--- src/rtl/fetch_controller_pkg.sv ---
`default_nettype none
// ============================================================================
// Module      : fetch_controller_pkg
// Description : Shared types and constants for the instruction fetch path.
// Revision    : 1.0 - initial release
// ============================================================================
package fetch_controller_pkg;

   localparam int InsnAddrPath = 32;
   localparam int InsnDataPath = 32;
   localparam logic [InsnAddrPath-1:0] INSN_RESET_VECTOR = '0;

   typedef enum logic [2:0] {
      RESET_SYNC = 3'd0,
      ISSUE      = 3'd1,
      WAIT       = 3'd2,
      HOLD       = 3'd3,
      DRAIN      = 3'd4
   } FetchState;

   typedef struct packed {
      logic                    valid;
      logic [InsnAddrPath-1:0] addr;
   } FetchReq;

   typedef struct packed {
      logic                    valid;
      logic [InsnDataPath-1:0] data;
   } FetchRsp;

   // States in which a memory response is outstanding.
   function automatic logic isWaiting(input FetchState s);
      return (s == WAIT) || (s == DRAIN);
   endfunction

endpackage
`default_nettype wire

--- src/rtl/fetch_timeout_counter.sv ---
`default_nettype none
// ============================================================================
// Module      : fetch_timeout_counter
// Description : Saturating wait counter with clear and a sticky expiry flag.
// Revision    : 1.0 - initial release
// ============================================================================
module fetch_timeout_counter #(
   parameter int unsigned LIMIT = 255
) (
   input  logic clk,
   input  logic rst,
   input  logic countEn,
   input  logic countClr,
   output logic expired
);

   localparam int CNT_W = (LIMIT < 2) ? 1 : $clog2(LIMIT + 1);
   localparam logic [CNT_W-1:0] c_limit = CNT_W'(LIMIT);

   logic [CNT_W-1:0] r_count;
   logic             r_expired;

   always_ff @(posedge clk) begin
      if (rst) begin
         r_count   <= '0;
         r_expired <= 1'b0;
      end else begin
         if (countClr)
            r_count <= '0;
         else if (countEn && (r_count != c_limit))
            r_count <= r_count + 1'b1;
         // Flag rises on the edge where the count reaches the limit.
         if (countEn && !countClr && (r_count == c_limit - 1'b1))
            r_expired <= 1'b1;
      end
   end

   assign expired = r_expired;

endmodule
`default_nettype wire

--- src/rtl/fetch_controller.sv ---
`default_nettype none
// ============================================================================
// Module      : fetch_controller
// Description : PC sequencing and single-outstanding instruction fetch to decode.
// Revision    : 1.0 - initial release
// ============================================================================
module fetch_controller
   import fetch_controller_pkg::*;
#(
   parameter int                    ADDR_WIDTH     = InsnAddrPath,
   parameter int                    INSN_WIDTH     = InsnDataPath,
   parameter logic [ADDR_WIDTH-1:0] RESET_VECTOR   = INSN_RESET_VECTOR,
   parameter int unsigned           TIMEOUT_CYCLES = 255
) (
   input  logic                  clk,
   input  logic                  rst,
   input  logic [ADDR_WIDTH-1:0] pcIn,
   output logic                  pcWrEnable,
   output logic [ADDR_WIDTH-1:0] pcWrAddr,
   output logic                  imemReq,
   output logic [ADDR_WIDTH-1:0] imemAddr,
   input  logic                  imemReady,
   input  logic                  imemValid,
   input  logic [INSN_WIDTH-1:0] imemData,
   output logic                  insnValid,
   output logic [INSN_WIDTH-1:0] insnOut,
   output logic [ADDR_WIDTH-1:0] insnAddr,
   input  logic                  stall,
   input  logic                  redirectValid,
   input  logic [ADDR_WIDTH-1:0] redirectAddr,
   output logic [31:0]           fetchCount,
   output logic                  timeoutErr
);

   FetchState             r_state;
   FetchState             w_state;
   FetchState             w_nextState;
   logic [ADDR_WIDTH-1:0] r_reqAddr;
   logic                  r_insnValid;
   logic [INSN_WIDTH-1:0] r_insnOut;
   logic [ADDR_WIDTH-1:0] r_insnAddr;
   logic [31:0]           r_fetchCount;

   FetchReq               w_req;
   FetchRsp               w_rsp;
   logic                  w_pcWrEnable;
   logic [ADDR_WIDTH-1:0] w_pcWrAddr;
   logic                  w_latchReq;
   logic                  w_capture;
   logic                  w_consume;
   logic                  w_dropInsn;
   logic                  w_waiting;

   // Reset forces the reset-vector behaviour immediately, so no request leaks out.
   assign w_state = rst ? RESET_SYNC : r_state;
   assign w_rsp   = '{valid: imemValid, data: imemData};

   always_comb begin
      w_nextState  = w_state;
      w_pcWrEnable = 1'b1;
      w_pcWrAddr   = pcIn;
      w_req        = '{valid: 1'b0, addr: pcIn};
      w_latchReq   = 1'b0;
      w_capture    = 1'b0;
      w_consume    = 1'b0;
      w_dropInsn   = 1'b0;
      case (w_state)
         RESET_SYNC: begin
            w_pcWrAddr  = RESET_VECTOR;
            w_nextState = ISSUE;
         end
         ISSUE: begin
            w_req.valid = 1'b1;
            if (imemReady) begin
               w_pcWrEnable = 1'b0;
               w_latchReq   = 1'b1;
               w_nextState  = WAIT;
            end
            if (redirectValid) begin
               w_pcWrEnable = 1'b1;
               w_pcWrAddr   = redirectAddr;
               w_nextState  = imemReady ? DRAIN : ISSUE;
            end
         end
         WAIT: begin
            if (redirectValid) begin
               w_pcWrAddr  = redirectAddr;
               w_nextState = w_rsp.valid ? ISSUE : DRAIN;
            end else if (w_rsp.valid) begin
               w_capture   = 1'b1;
               w_nextState = HOLD;
            end
         end
         HOLD: begin
            // A redirect wins over a same-cycle consume.
            if (redirectValid) begin
               w_pcWrAddr  = redirectAddr;
               w_dropInsn  = 1'b1;
               w_nextState = ISSUE;
            end else if (!stall) begin
               w_consume   = 1'b1;
               w_nextState = ISSUE;
            end
         end
         DRAIN: begin
            if (redirectValid)
               w_pcWrAddr = redirectAddr;
            if (w_rsp.valid)
               w_nextState = ISSUE;
         end
         default: w_nextState = RESET_SYNC;
      endcase
   end

   always_ff @(posedge clk) begin
      if (rst) begin
         r_state      <= RESET_SYNC;
         r_reqAddr    <= '0;
         r_insnValid  <= 1'b0;
         r_insnOut    <= '0;
         r_insnAddr   <= '0;
         r_fetchCount <= '0;
      end else begin
         r_state <= w_nextState;
         if (w_latchReq)
            r_reqAddr <= pcIn;
         if (w_capture) begin
            r_insnValid <= 1'b1;
            r_insnOut   <= w_rsp.data;
            r_insnAddr  <= r_reqAddr;
         end else if (w_consume || w_dropInsn) begin
            r_insnValid <= 1'b0;
         end
         if (w_consume)
            r_fetchCount <= r_fetchCount + 32'd1;
      end
   end

   assign w_waiting = isWaiting(r_state);

   fetch_timeout_counter #(
      .LIMIT (TIMEOUT_CYCLES)
   ) u_timeout (
      .clk      (clk),
      .rst      (rst),
      .countEn  (w_waiting),
      .countClr (!w_waiting),
      .expired  (timeoutErr)
   );

   assign pcWrEnable = w_pcWrEnable;
   assign pcWrAddr   = w_pcWrAddr;
   assign imemReq    = w_req.valid;
   assign imemAddr   = w_req.addr;
   assign insnValid  = r_insnValid;
   assign insnOut    = r_insnOut;
   assign insnAddr   = r_insnAddr;
   assign fetchCount = r_fetchCount;

endmodule
`default_nettype wire
--- config.mk ---
export PLATFORM = sky130hd
export DESIGN_NAME = fetch_controller
export DESIGN_NICKNAME = d
export VERILOG_FILES = /design/src/rtl/fetch_controller_pkg.sv /design/src/rtl/fetch_timeout_counter.sv /design/src/rtl/fetch_controller.sv
export SDC_FILE = /design/constraint.sdc
export NUM_CORES = 1
export LEC_CHECK = 0
export CAP_MARGIN = 5
export CORE_ASPECT_RATIO = 0.6
export CORE_UTILIZATION = 38
export DETAILED_ROUTE_END_ITERATION = 10
export PLACE_DENSITY = 0.77
export SLEW_MARGIN = 10
export SYNTH_ARGS = -nofsm -noshare
export SYNTH_HDL_FRONTEND = slang
export SYNTH_HIERARCHICAL = 1
export SYNTH_SLANG_ARGS = --single-unit
--- constraint.sdc ---
create_clock -name clk -period 2.4 [get_ports clk]
set_clock_uncertainty 0.1 [all_clocks]
set_input_delay 0.48 -clock clk [delete_from_list [all_inputs] [get_ports clk]]
set_output_delay 0.48 -clock clk [all_outputs]
set_load 0.02 [all_outputs]
==> results of run 1 <==
kinds of logic after synthesis:
logic type / count (synthesis) / share of synthesized area
muxes: 4 / 0.00668
AOI/OAI and AO/OA: 168 / 0.167
xor gates and xnor gates: 24 / 0.0351
DFF: 141 / 0.471
adders and majority gates: 4 / 0.00793
and+or+nand+nor: 313 / 0.235
buffers and inverters: 90 / 0.0772
routing by layer:
| metal | part of all wire | track usage | up-vias |
|---|---|---|---|
| met1 | 0.46 | 0.304 | 2801 |
| met2 | 0.45 | 0.358 | 204 |
| li1 | - | - | 3013 |
| met4 | 0.011 | 0.0620 | 0 |
| met5 | 0 | 0 | - |
| met3 | 0.076 | 0.0651 | 16 |
report_power, final:
part	switching (W)	leakage, nW	internal [W]
registers	0.0000111	1.14	0.00236
clock network	0.00101	0.283	0.00164
logic	0.000305	2.01	0.000337
flip-flops by register name, indices dropped and copies added (netlist names):
| signal | count |
|---|---|
| insnAddr | 32 |
| fetchCount | 32 |
| r_reqAddr | 32 |
| u_timeout/expired | 1 |
| insnOut | 32 |
| insnValid | 1 |
| u_timeout/r_count | 8 |
| r_state | 3 |
Yosys cell counts (2+ instances only):
library cell	count	area (µm²)
sky130_fd_sc_hd__nand2_1	209	785
sky130_fd_sc_hd__dfxtp_1	141	2820
sky130_fd_sc_hd__a21oi_1	108	541
sky130_fd_sc_hd__clkbuf_1	47	176
sky130_fd_sc_hd__a22o_1	33	289
sky130_fd_sc_hd__buf_4	33	248
sky130_fd_sc_hd__nor2_1	30	113
sky130_fd_sc_hd__xor2_1	19	166
sky130_fd_sc_hd__nand3_1	14	70.1
sky130_fd_sc_hd__o21ai_0	14	70.1
sky130_fd_sc_hd__nand4_1	12	75.1
sky130_fd_sc_hd__inv_1	9	33.8
sky130_fd_sc_hd__or3_1	9	56.3
sky130_fd_sc_hd__and4_1	5	43.8
sky130_fd_sc_hd__xnor2_1	5	43.8
sky130_fd_sc_hd__mux2i_1	4	40.0
sky130_fd_sc_hd__nor3_1	4	20.0
sky130_fd_sc_hd__or4_1	4	30.0
sky130_fd_sc_hd__a211oi_1	3	22.5
sky130_fd_sc_hd__and3_1	3	18.8
sky130_fd_sc_hd__ha_1	3	37.5
sky130_fd_sc_hd__nand3_2	3	30.0
sky130_fd_sc_hd__nor4_1	3	18.8
sky130_fd_sc_hd__o31ai_1	3	22.5
sky130_fd_sc_hd__a31oi_1	2	12.5
sky130_fd_sc_hd__nand3b_1	2	15.0
cell type report:
type | instances | share of cell area
timing repair buffer | 318 | 0.320
sequential | 141 | 0.298
multi-input combinational | 513 | 0.289
clock buffer | 18 | 0.0452
tap | 203 | 0.0268
clock inverter | 13 | 0.0171
inverter | 9 | 0.00356
through the flow:
step / hold WS [ns] / total power, W / cells
3_3_place_gp: 0.338 / 0.00306 / 1178
3_5_place_dp: 0.341 / 0.00306 / 1178
2_1_floorplan: 0.332 / 0.00271 / 744
4_1_cts: 0.350 / 0.00572 / 1214
5_1_grt: 0.358 / 0.00586 / 1215
6_report: 0.348 / 0.00566 / 1215
cell usage in the layout, fill, tap and decap left out, types with 5 or more instances in the layout:
cell type	n
sky130_fd_sc_hd__clkdlybuf4s50_1	229
sky130_fd_sc_hd__nand2_1	209
sky130_fd_sc_hd__dfxtp_1	138
sky130_fd_sc_hd__a21oi_1	108
sky130_fd_sc_hd__buf_4	78
sky130_fd_sc_hd__a22o_1	33
sky130_fd_sc_hd__nor2_1	28
sky130_fd_sc_hd__xor2_1	19
sky130_fd_sc_hd__clkbuf_16	17
sky130_fd_sc_hd__o21ai_0	14
sky130_fd_sc_hd__nand3_1	14
sky130_fd_sc_hd__nand4_1	12
sky130_fd_sc_hd__or3_1	9
sky130_fd_sc_hd__inv_1	8
sky130_fd_sc_hd__xnor2_1	5
sky130_fd_sc_hd__and4_1	5
critical path, stage by stage:
cell and delay (ns):
sky130_fd_sc_hd__clkdlybuf4s50_1 0.58, sky130_fd_sc_hd__buf_4 0.15, sky130_fd_sc_hd__clkdlybuf4s50_1 0.60
what timing repair did:
action,in CTS,in global routing
buffers inserted,3,2
endpoints found under the setup margin,34,42
hold buffers,0,0
pin swaps,1,4
gates resized for setup,175,4
cloned,2,0
worst paths after layout:
kind | end | cells after the start
max | imemAddr[30] | 3
min | insnAddr[30] | 2
max reg2reg | fetchCount[30] | 6
min reg2reg | insnAddr[30] | 2
==> results, run 1 <==
- Setup repair after global routing could not meet its margin everywhere.
- STA classifies the critical path endpoint as an output port.
- The number of different library cells used by synthesis comes to 48.
- The end-of-flow core utilization is 0.617.
- OpenSTA, run right after detailed placement, puts the worst setup slack at -0.650 ns.
- The last weighted congestion value of the routability-driven placer is 0.858.
- The sequential element share of the synthesized area is 0.471.
- The launch point of the worst hold path is r_reqAddr[30].
- The wire length of the first global-routing pass is 29000 µm.
- The multi-input combinational cells in the finished layout cover a total of 0.00274 mm².
- For this run, the number of Yosys warnings is 6.
- Subtracting the final worst setup slack from the clock period gives 2.39 ns.
- Clock tree synthesis selected as its root buffer the cell sky130_fd_sc_hd__clkbuf_16.
- The average cell area after synthesis is 8.06 µm².
- For the worst-skew pair, the clock arrives at the later sink with an insertion delay of 0.41 ns.
- The top-level I/O count is 266.
- The sequential cell area is 0.00283 mm².
- The placed instance area is 0.00888 mm².
- The first detailed-routing pass took 4 iterations.
- Setup violations remaining at the end of the flow were counted as 0.
- The worst setup path is of the in2out kind.
- Timing would allow up to 418 MHz.
- Across every metal layer, demand over resource in global routing totals 0.228.
- Adding up every negative setup slack in the final design gives 0 ns.
- The launching element type of the critical path is an input port.
- The floorplan has 35 rows.
- The H-tree level count is 4.
- The floorplan die height is 99.3 µm.
- The cell area that synthesis handed to floorplanning was 0.00599 mm².
- In this run the worst path has a maximum fanout of 2.
- Of all flip-flops after synthesis, the portion carrying an async set or reset was 0.
- The number of DRC violations after detailed-routing iteration 0 is 255.
- After clock tree synthesis, the clock-pin slew on the worst setup and hold paths is 0.06 ns.
- The count of inserted antenna diode cells is 0.
- Entering global routing, the biggest net connects 61 pins.
- The number of max-slew violations in the final report is 0.
- The average wire per cell in the routed design is 15.5 µm.
- The tool flagged a number of max-cap violations equal to 0.
- The number of global-route vias before repair is 5452.
- The setup check on the worst reg-to-reg path leaves a slack of 0.14 ns.
- From left edge to right edge, the die measures 164 µm.
- The area of all placed cells without fillers is 0.00949 mm².
- The most critical setup path has its startpoint at pcIn[30].
- The worst slew margin relative to its limit is 0.566.
- The final net count is 1105.
- The number of antenna violations at the first check in global routing came to 0.
- The final-report hold violation count came to 0.
- Of the cells placed in the final design, the portion with a size suffix greater than 1 is 0.137.
- TritonCTS built the clock tree.
- At the pin with the least slew margin, the transition time is 0.651 ns.
- After global routing the overflow that remains totals 0.
- In this run the deepest clock path goes through 2 buffers.
- The area of the core region is 0.0154 mm².
- The via density per instance is 4.97.
- The number of buffers added by the clock tree synthesis step is 17.
- In the synthesized netlist the dominant register cell turns out to be sky130_fd_sc_hd__dfxtp_1.
- VDD sags by at most 0.409 mV.
- The run finished with clean final reports.
- STA puts the critical path data arrival time at 1.81 ns.
- The synthesized design contains 0 enable-type register cells.
- The die covers 0.0163 mm².
- Dividing total power by cell area gives a power density of 597 mW/mm².
- Dividing the final minimum period by the clock period gives 0.997.
- The standby leakage power is 3.44 nW.
- Summed over all nets, the half-perimeter wirelength after detailed placement is 13400 µm.
- The final worst setup slack is 0.00747 ns.
- The number of clock sinks is 141.
- The initial standard-cell utilization of the core is 0.390.
- The worst hold path belongs to the class reg2reg.
- The detail route stage leaves a number of antenna-violating nets equal to 0.
- The count of fill cells added during filler insertion is 1337.
- For this block, the via count after detailed routing is 6034.
- At the worst endpoint, the required time is 1.82 ns.
- Buffers placed on the I/O ports in this run total 265.
- The detailed-route DRC error count is 0.
- The number of nets in the synthesized netlist is 849.
- The number of synthesized register bits is 141.
- The routed design has 18800 µm of wire.
- After technology mapping, the gate count stands at 744.
- In this run the critical register-to-register path is launched from r_state[2].
- The relative area change from synthesis to final layout is 58.3%.
Note: power is estimated with default switching activity, not from simulation.
==> inputs of run 2 (changes only) <==
- CORE_UTILIZATION: 38 -> 45
- PLACE_DENSITY: 0.77 -> 0.85
- clock period: 2.4 -> 3 ns (I/O delays scaled with it)
==> results, run 2 (synthesis gave the netlist of run 1 again) <==
- The floorplan step defined a die boundary enclosing 0.0138 mm².
- Power spread over the standard cell area amounts to 476 mW/mm².
- The count of inserted antenna diode cells is 0.
- The number of global-route vias before repair is 5405.
- CTS saw 141 sinks.
- IR analysis of the VDD net gives a maximum drop of 0.358 mV.
- The worst register-to-register path has a depth of 5.
- The via density per instance is 5.18.
- Of all nets on the critical path, the largest fanout is 32.
- The path class of the lowest-slack min-delay path is reg2reg.
- After floorplanning, the core was sized to cover 0.0129 mm².
- The number of core rows is 32.
- The run finished with clean final reports.
- Buffers inserted during clock tree synthesis total 17.
- The tightest hold path in the finished design has a slack of 0.352 ns.
- The endpoint class of the critical path is an output port.
- The maximum frequency from static timing analysis is 339 MHz.
- The global routing usage summed across all routing layers is 0.260.
- Traced cell by cell, the critical path runs through clkdlybuf4s50_1, maj3_1, nor2_2, buf_12, a22o_1, dlygate4sd2_1.
- The detailed-route DRC error count is 0.
- Leaving out fill and tap cells, the most frequent cell in the layout is sky130_fd_sc_hd__clkdlybuf4s50_1.
- The final-report hold violation count came to 0.
- The final net count is 1071.
- The number of max-slew violations in the final report is 0.
- The remaining global-route overflow is 0.
- Setup repair after global routing left no endpoint under its margin.
- The number of DRC violations after detailed-routing iteration 0 is 338.
- In the layout the commonest cells are 232 x sky130_fd_sc_hd__clkdlybuf4s50_1, 209 x sky130_fd_sc_hd__nand2_1, 140 x sky130_fd_sc_hd__dfxtp_1, 108 x sky130_fd_sc_hd__a21oi_1, 33 x sky130_fd_sc_hd__a22o_1.
- After clock tree synthesis, the flow added hold-fix buffers numbering 0.
- For the worst setup path, the data arrival time is 2.25 ns.
- Among all stages on the critical path, the largest delay is contributed by sky130_fd_sc_hd__clkdlybuf4s50_1.
- The pin count of the biggest net entering global routing is 67.
- The die boundary width is 151 µm.
- The average wire per cell in the routed design is 15.8 µm.
- The routed layout has 5954 vias.
- The period utilization is 0.982.
- Clock tree synthesis selected as its root buffer the cell sky130_fd_sc_hd__clkbuf_16.
- The wire-length estimate of the detail-placed layout is 12800 µm.
- The count of fill cells added during filler insertion is 1030.
- Relative to the synthesized area, the layout overhead comes to 52.7%.
- For this run, the number of standard cells in the final layout without fillers is 1149.
- At the end of the flow the core is filled with cells to 0.708.
- The initial utilization of the core area, before any placement, comes to 0.463.
- Clock-pin slew was measured on the worst setup and hold paths at 0.06 ns.
- The critical path is of the in2out type.
- The sequential cell area is 0.00282 mm².
- Setup violations remaining at the end of the flow were counted as 0.
- The worst slew margin relative to its limit is 0.544.
- The post-route minimum period is 2.95 ns.
- For the pin with the worst max-slew slack, the measured transition is 0.685 ns.
- The detailed-routing iteration count for the pre-antenna-repair pass is 5.
- The total power after layout is 0.00435 W.
- Including well taps, the total number of placed cells is 1117.
- CTS built an H-tree with a depth of 4.
- STA classifies the critical path startpoint as an input port.
- The floorplan die height is 91.4 µm.
- The wire length of the first global-routing pass is 28200 µm.
- At the worst endpoint, the required time is 2.30 ns.
- The share of final-layout standard cells stronger than drive strength 1 is 0.0695.
- For this design the static power due to leakage is 3.29 nW.
- In the final layout, the multi-input gates occupy 0.00272 mm².
- The largest single stage delay on the critical path is 0.44 ns.
- At the end of routability-driven placement, the weighted congestion stood at 0.862.
- In this run the remaining antenna-violating nets after routing total 0.
- The number of buffers between clock root and the deepest sink is 2.
- The final layout contains routed wiring with a total length of 18200 µm.
- The number of antenna violations at the first check in global routing came to 0.
- In this run the count of I/O pins placed on the die edge is 266.
- The clock tree from TritonCTS is built.
- The total of buffers placed on input and output ports is 265.
- The tool flagged a number of max-cap violations equal to 0.
- Counting instances, the worst hold path has a depth of 2.
- The total negative setup slack is 0 ns.
- The clock latency on the worst-skew pair is 0.41 ns.
## run 2: cell count changes in the layout (fill, tap and decap cells not counted), sizes merged, moves of 3 or more
cell | before | now
inv | 13 | 17
dlygate4sd2 | 2 | 25
clkdlybuf4s15 | 1 | 6
buf | 86 | 20
clkdlybuf4s50 | 229 | 232
bufinv | 3 | 0
## run 2: path summary, 6_finish.rpt
check / from / to / slack, ns
worst max-delay path: redirectValid / pcWrAddr[13] / 0.05
worst min-delay path: r_reqAddr[4] / insnAddr[4] / 0.35
worst max register to register: r_state[0] / fetchCount[11] / 0.63
worst min register to register: r_reqAddr[4] / insnAddr[4] / 0.35
## run 2: stage by stage
stage | worst slack (ns) | area (µm²)
after CTS | 0.0179 | 9150
final | 0.0532 | 9150
after detailed placement | -0.247 | 8620
after global placement | -0.173 | 8620
after floorplan | 0.0928 | 5990
after global routing | 0.00146 | 9150
## run 2: timing repair
| item | 4_1_cts | 5_1_grt |
|---|---|---|
| setup buffers | 0 | 0 |
| gates resized for setup | 33 | 8 |
| endpoints found under the setup margin | 32 | 7 |
## run 2: worst max-delay path, delay by kind of cell
| family | cells | cell delay [ns] |
|---|---|---|
| compound gates | 1 | 0.15 |
| buf+inv | 3 | 0.97 |
| fa+ha+maj | 1 | 0.36 |
| simple gates | 1 | 0.15 |
## run 2: report_power, final
| part | internal (W) | switching, W | total [W] |
|---|---|---|---|
| clock | 0.00111 | 0.000870 | 0.00198 |
| combinational | 0.000241 | 0.000232 | 0.000472 |
| sequential | 0.00189 | 0.00000927 | 0.00190 |
## run 2: routing by layer
| layer | up-vias | part of all wire | track usage |
|---|---|---|---|
| met1 | 2785 | 0.46 | 0.355 |
| met4 | 0 | 0.0058 | 0.0467 |
| met2 | 208 | 0.46 | 0.416 |
| met3 | 9 | 0.074 | 0.0643 |
| li1 | 2952 | - | - |
| met5 | - | 0 | 0 |
## run 2: area by class of cell
| type | count | share of cell area |
|---|---|---|
| timing repair buffer | 284 | 0.305 |
| multi-input combinational | 513 | 0.297 |
| clock buffer | 18 | 0.0480 |
| sequential | 141 | 0.309 |
| clock inverter | 14 | 0.0138 |
| tap | 170 | 0.0232 |
| inverter | 9 | 0.00369 |
